===== src/rtl/cpu_bp_pkg.sv =====
// Shared types for the branch predictor: counter encoding, table entry layout,
// controller states and the saturating counter step.
package cpu_bp_pkg;

   // Widest tag needed: smallest table (4 entries) leaves pc[31:4].
   localparam int unsigned TagMaxW = 28;

   typedef enum logic [1:0] {
      CntStrongNt = 2'b00,
      CntWeakNt   = 2'b01,
      CntWeakT    = 2'b10,
      CntStrongT  = 2'b11
   } cnt_e;

   typedef enum logic {
      StInit,
      StRun
   } state_e;

   typedef struct packed {
      logic               valid;
      logic [TagMaxW-1:0] tag;
      logic [31:0]        target;
      cnt_e               cnt;
   } bp_entry_t;

   function automatic cnt_e cnt_step(input cnt_e cur, input logic taken);
      cnt_e nxt;
      case (cur)
         CntStrongNt: nxt = taken ? CntWeakNt  : CntStrongNt;
         CntWeakNt:   nxt = taken ? CntWeakT   : CntStrongNt;
         CntWeakT:    nxt = taken ? CntStrongT : CntWeakNt;
         default:     nxt = taken ? CntStrongT : CntWeakT;
      endcase
      return nxt;
   endfunction

endpackage


===== src/rtl/cpu_bp_counter.sv =====
// Two-bit saturating direction counter update.
module cpu_bp_counter
   import cpu_bp_pkg::*;
(
   input  cnt_e cnt_i,
   input  logic taken_i,
   output cnt_e cnt_o
);

   assign cnt_o = cnt_step(cnt_i, taken_i);

endmodule


===== src/rtl/cpu_branch_predictor.sv =====
// Direct-mapped branch predictor with 2-bit counters and a target per entry.
// Table valid bits are swept clear after reset before lookups are accepted.
module cpu_branch_predictor
   import cpu_bp_pkg::*;
#(
   parameter int unsigned ENTRIES = 16
) (
   input  logic        clk,
   input  logic        rst,
   input  logic        pred_valid,
   input  logic [31:0] pred_pc,
   output logic        pred_taken,
   output logic [31:0] pred_target,
   output logic        ready,
   input  logic        upd_valid,
   input  logic [31:0] upd_pc,
   input  logic        upd_taken,
   input  logic [31:0] upd_target,
   input  logic        upd_pred_taken,
   input  logic [31:0] upd_pred_target,
   output logic        redirect_valid,
   output logic [31:0] redirect_pc
);

   localparam int unsigned IdxW = $clog2(ENTRIES);

   state_e            state_q, state_d;
   logic [IdxW-1:0]   init_idx_q, init_idx_d;
   logic              init_we;
   logic              run;

   bp_entry_t         table_q [ENTRIES];

   logic [IdxW-1:0]    pred_idx, upd_idx;
   logic [TagMaxW-1:0] pred_tag, upd_tag;
   bp_entry_t          pred_ent, upd_ent, upd_wdata;
   logic               pred_hit, upd_hit, upd_we, mispredict;
   cnt_e               cnt_next;

   logic        pred_taken_q, pred_taken_d;
   logic [31:0] pred_target_q, pred_target_d;
   logic        redirect_valid_q, redirect_valid_d;
   logic [31:0] redirect_pc_q, redirect_pc_d;

   // Controller: state register / next state / outputs
   always_ff @(posedge clk) begin
      if (rst) begin
         state_q    <= StInit;
         init_idx_q <= '0;
      end else begin
         state_q    <= state_d;
         init_idx_q <= init_idx_d;
      end
   end

   always_comb begin
      state_d    = state_q;
      init_idx_d = init_idx_q;
      case (state_q)
         StInit: begin
            init_idx_d = init_idx_q + IdxW'(1);
            if (init_idx_q == IdxW'(ENTRIES - 1)) state_d = StRun;
         end
         StRun: state_d = StRun;
      endcase
   end

   always_comb begin
      run     = (state_q == StRun);
      ready   = run;
      init_we = (state_q == StInit) && !rst;
   end

   // Lookup
   assign pred_idx = pred_pc[IdxW+1:2];
   assign pred_tag = TagMaxW'(pred_pc >> (IdxW + 2));
   assign pred_ent = table_q[pred_idx];
   assign pred_hit = pred_ent.valid && (pred_ent.tag == pred_tag);

   always_comb begin
      pred_taken_d  = 1'b0;
      pred_target_d = '0;
      if (run && pred_valid) begin
         if (pred_hit && (pred_ent.cnt inside {CntWeakT, CntStrongT})) begin
            pred_taken_d  = 1'b1;
            pred_target_d = pred_ent.target;
         end else begin
            pred_target_d = pred_pc + 32'd4;
         end
      end
   end

   // Update
   assign upd_idx = upd_pc[IdxW+1:2];
   assign upd_tag = TagMaxW'(upd_pc >> (IdxW + 2));
   assign upd_ent = table_q[upd_idx];
   assign upd_hit = upd_ent.valid && (upd_ent.tag == upd_tag);

   cpu_bp_counter u_counter (
      .cnt_i   (upd_ent.cnt),
      .taken_i (upd_taken),
      .cnt_o   (cnt_next)
   );

   always_comb begin
      upd_we    = 1'b0;
      upd_wdata = upd_ent;
      if (run && upd_valid && !rst) begin
         if (upd_hit) begin
            upd_we        = 1'b1;
            upd_wdata.cnt = cnt_next;
            if (upd_taken) upd_wdata.target = upd_target;
         end else if (upd_taken) begin
            upd_we    = 1'b1;
            upd_wdata = '{valid: 1'b1, tag: upd_tag, target: upd_target, cnt: CntWeakT};
         end
      end
   end

   // Table is not reset; validity is owned by the init sweep.
   always_ff @(posedge clk) begin
      if (init_we) begin
         table_q[init_idx_q].valid <= 1'b0;
      end else if (upd_we) begin
         table_q[upd_idx] <= upd_wdata;
      end
   end

   // Redirect
   always_comb begin
      mispredict = (upd_taken != upd_pred_taken) ||
                   (upd_taken && (upd_target != upd_pred_target));
      redirect_valid_d = run && upd_valid && mispredict;
      redirect_pc_d    = '0;
      if (redirect_valid_d) redirect_pc_d = upd_taken ? upd_target : upd_pc + 32'd4;
   end

   always_ff @(posedge clk) begin
      if (rst) begin
         pred_taken_q     <= 1'b0;
         pred_target_q    <= '0;
         redirect_valid_q <= 1'b0;
         redirect_pc_q    <= '0;
      end else begin
         pred_taken_q     <= pred_taken_d;
         pred_target_q    <= pred_target_d;
         redirect_valid_q <= redirect_valid_d;
         redirect_pc_q    <= redirect_pc_d;
      end
   end

   assign pred_taken     = pred_taken_q;
   assign pred_target    = pred_target_q;
   assign redirect_valid = redirect_valid_q;
   assign redirect_pc    = redirect_pc_q;

endmodule


===== config.mk =====
export PLATFORM = sky130hd
export DESIGN_NAME = cpu_branch_predictor
export DESIGN_NICKNAME = d
export VERILOG_FILES = /design/src/rtl/cpu_bp_pkg.sv /design/src/rtl/cpu_bp_counter.sv /design/src/rtl/cpu_branch_predictor.sv
export SDC_FILE = /design/constraint.sdc
export NUM_CORES = 2
export LEC_CHECK = 0
export ABC_AREA = 0
export BUFFER_PORTS_ARGS = -buffer_cell sky130_fd_sc_hd__clkbuf_2
export CAP_MARGIN = 5
export CORE_UTILIZATION = 40
export CTS_CLUSTER_SIZE = 16
export DETAILED_ROUTE_END_ITERATION = 8
export PLACE_DENSITY = 0.55
export SLEW_MARGIN = 20
export SYNTH_ARGS = -nofsm -noshare
export SYNTH_HDL_FRONTEND = slang
export SYNTH_HIERARCHICAL = 1
export SYNTH_SLANG_ARGS = --single-unit

===== constraint.sdc =====
create_clock -name clk -period 24.4 [get_ports clk]
set_input_delay 4.88 -clock clk [delete_from_list [all_inputs] [get_ports clk]]
set_output_delay 4.88 -clock clk [all_outputs]
set_load 0.005 [all_outputs]

==> results.sh <==
export IMPL_ctsResizeCount=0
export IMPL_p_sw_mw=0.9068
export IMPL_synth_cell_area_mm2=0.05189
export IMPL_synth_top_area_frac=0.5834
export IMPL_syn_avg_cell_area_um2=17.84
export IMPL_hold_start="init_idx_q[2]"
export IMPL_place_gp_congestion=0.9345
export IMPL_wl_per_cell_um=35.54
export IMPL_hp_class="reg2reg"
export IMPL_seq_power_share=0.496
export IMPL_rows=131
export IMPL_yosys_most_used_dff="edfxtp_1"
export IMPL_initial_utilization=0.4048
export IMPL_ys_ff_latch=1079
export IMPL_p_leak_nw=21.26
export IMPL_io_pins=201
export IMPL_path_max_fanout=120
export IMPL_cts_hold_buffers=0
export IMPL_clk_pin_slew_ns=0.06
export IMPL_dp_cells=4712
export IMPL_yosys_top_cells_area="edfxtp_1 (58%), mux4_2 (23%), dfxtp_1 (2.7%), mux2i_1 (2.4%), xnor2_1 (1.6%)"
export IMPL_wl_mm=175.5
export IMPL_crit_required_ns=24.72
export IMPL_ys_seq_area_frac=0.6108
export IMPL_fin_crit_sh=0.4558
export IMPL_max_freq_mhz=89.91
export IMPL_p_int_mw=3.109
export IMPL_grtUsageMet3=0.06105
export IMPL_multiInputGateArea_mm2=0.01930
export IMPL_numPortBuffers=200
export IMPL_final_cell_count_no_fill=4939
export IMPL_cp_arrival_ns=11.44
export IMPL_critPathCaptureType="register"
export IMPL_grt_pass1_vias=31660
export IMPL_drc=0
export IMPL_crit_type="in2reg"
export IMPL_synth_top_area_cell="edfxtp_1"
export IMPL_dp_hpwl_mm=108.2
export IMPL_die_x_um=362.2
export IMPL_grtUsageMet2=0.4218
export IMPL_hold_depth=2
export IMPL_rsz0062_at_grt="no"
export IMPL_r2r_start="ready"
export IMPL_vias_per_cell=6.403
export IMPL_switching_share=0.2258
export IMPL_nNetsFinal=3240
export IMPL_cts_max_path_buffers=3
export IMPL_powerDensity_mw_per_mm2=68.44
export IMPL_top_usage_layer="met2"
export IMPL_async_flop_share=0
export IMPL_synth_cells=2909
export IMPL_worst_path_max_delay_cell="nor2_4"
export IMPL_nFillCells=11020
export IMPL_cts_sinks=1079
export IMPL_peakVddDrop_uv=60.79
export IMPL_drive_gt1_frac=0.3313
export IMPL_cp_startpoint="upd_pc[3]"
export IMPL_cts_setup_buffers=0
export IMPL_dr_pass1_iters=6
export IMPL_slowest_delay_ns=0.92
export IMPL_relSlewSlack=0.2227
export IMPL_seq_area_mm2=0.03169
export IMPL_combPwrFrac=0.060
export IMPL_dr_total_vias=31620
export IMPL_crit_top_cell="buf_4"
export IMPL_worst_clock_skew_ns=0.02604
export IMPL_grt_antenna_before_repair=10
export IMPL_synth_edf_count=1008
export IMPL_grt_pass1_wl_mm=247.3
export IMPL_syn_to_final_growth_pct=13.09
export IMPL_crit_chain="buf_8, buf_12, nor2b_1, buf_4, a22oi_1, nand2_1, a221o_1, o32ai_2, nand4b_1, nor4b_1, o21ai_1, nor2_4, buf_4"
export IMPL_initialDrtViolationCount=3926
export IMPL_grt_ovfl_total=0
export IMPL_htree_levels=3
export IMPL_maxSlewViolCount=0
export IMPL_r2r_cells=9
export IMPL_core_area_mm2=0.1282
export IMPL_fin_tns_setup_ns=0
export IMPL_root_buffer="clkbuf_16"
export IMPL_grt_max_degree=121
export IMPL_hold_viol=0
export IMPL_p_clk_frac=0.443
export IMPL_globalRouteMet1Util=0.3761
export IMPL_ant_nets=0
export IMPL_fin_crit_ns=11.12
export IMPL_worst_pin_slew_ns=1.166
export IMPL_cts_tree="yes"
export IMPL_dieArea_mm2=0.1312
export IMPL_setup_viol=0
export IMPL_max_cap_violations=0
export IMPL_start_kind="input port"
export IMPL_cts_buffers=117
export IMPL_synth_cell_types=81
export IMPL_clock_latency_ns=0.72
export IMPL_yosysWarnings=6
export IMPL_grt_total_usage=0.2686
export IMPL_die_h_um=362.2
export IMPL_status="completed"
-- per-layer routing --
layer	part of all wire	wire, µm
met2	0.47	82540
met4	0.030	5224
met1	0.40	69760
met5	0.00057	100
met3	0.10	17910
-- cells in the mapped netlist, types with 6 or more instances --
library cell  instances
mux2i_1             124
dfxtp_1              71
inv_1                13
nor2b_1               8
buf_12                6
nand2_1             170
o22ai_1              11
o21ai_0              29
xor2_1               53
and3_1               16
and4_1                9
a21oi_1              78
mux4_2              530
nand3_1              60
buf_4                 9
nor2_1              146
and2_1                6
buf_1                37
buf_2                41
nand4_1              53
edfxtp_1           1008
nand2b_1              7
or3_1                 6
nor4_1               14
mux4_1               12
a31oi_1               6
xnor2_1              94
clkbuf_1            111
buf_6                13
nor3_1               31
a22oi_1              25
mux2_2               25
-- registers in the layout, indices dropped and copies added (netlist names) --
| register | cells |
|---|---|
| init_idx_q | 4 |
| pred_taken | 1 |
| pred_target | 32 |
| ready | 1 |
| redirect_pc | 32 |
| redirect_valid | 1 |
| table_q | 1008 |
-- critical path, delay by kind of cell --
family	cells	cell delay (ns)
and+or+nand+nor	5	2.45
AOI/OAI and AO/OA	4	1.44
buffers and inverters	4	2.27
-- per-stage QoR --
| stage | setup slack, ns | cell area [µm²] | total power, mW | utilization | hold WS (ns) |
|---|---|---|---|---|---|
| 2_1_floorplan | 10.47 | 52000 | 2.184 | - | 0.5355 |
| 3_3_place_gp | 12.63 | 54730 | 2.272 | 0.4270 | 0.5775 |
| 3_5_place_dp | 12.56 | 54730 | 2.273 | 0.4270 | 0.5987 |
| 4_1_cts | 13.32 | 58590 | 4.034 | 0.4571 | 0.6066 |
| 5_1_grt | 13.05 | 58670 | 4.112 | 0.4577 | 0.6419 |
| 6_report | 13.28 | 58680 | 4.016 | 0.4578 | 0.6120 |
-- final cells by class --
| cell class | count | area share |
|---|---|---|
| multi-input combinational | 1622 | 0.3288 |
| sequential | 1079 | 0.5400 |
| tap | 1729 | 0.03687 |
| clock inverter | 55 | 0.008934 |
| antenna | 4 | 0.0001706 |
| timing repair buffer | 266 | 0.02706 |
| clock buffer | 167 | 0.05695 |
| inverter | 17 | 0.001130 |
-- final timing paths --
check	end	slack, ns
worst max-delay path	table_q[1][59]	13.28
worst min-delay path	init_idx_q[2]	0.61
worst max register to register	table_q[1][59]	18.50
worst min register to register	init_idx_q[2]	0.61
-- kinds of logic after synthesis --
family | share of synthesized area
AO/OA/AOI/OAI | 0.02363
XOR/XNOR | 0.02481
adder cells (fa/ha/maj) | 0.001158
buffers and inverters | 0.02334
flip-flops | 0.6108
multiplexers | 0.2655
other | 0.00007227
AND/OR/NAND/NOR | 0.05076
-- power by group through the flow --
stage	registers, mW	clock network (mW)	logic [mW]
final	1.99	1.78	0.243
after global routing	1.99	1.87	0.253
after CTS	1.99	1.80	0.241
after detailed placement	2.03	0	0.240
after global placement	2.03	0	0.239
after floorplan	2.03	0	0.151
-- layout by cell type, fill, tap and decap left out, drive strengths merged, types with 53 or more instances in the layout --
master	synthesis	routed
a21oi	78	78
buf	108	74
clkbuf	114	359
dfxtp	71	71
edfxtp	1008	1008
mux2i	124	124
mux4	542	542
nand2	170	170
nand3	60	60
nand4	53	53
nor2	146	146
xnor2	94	94
xor2	53	53
(Power assumes the default switching activity.)
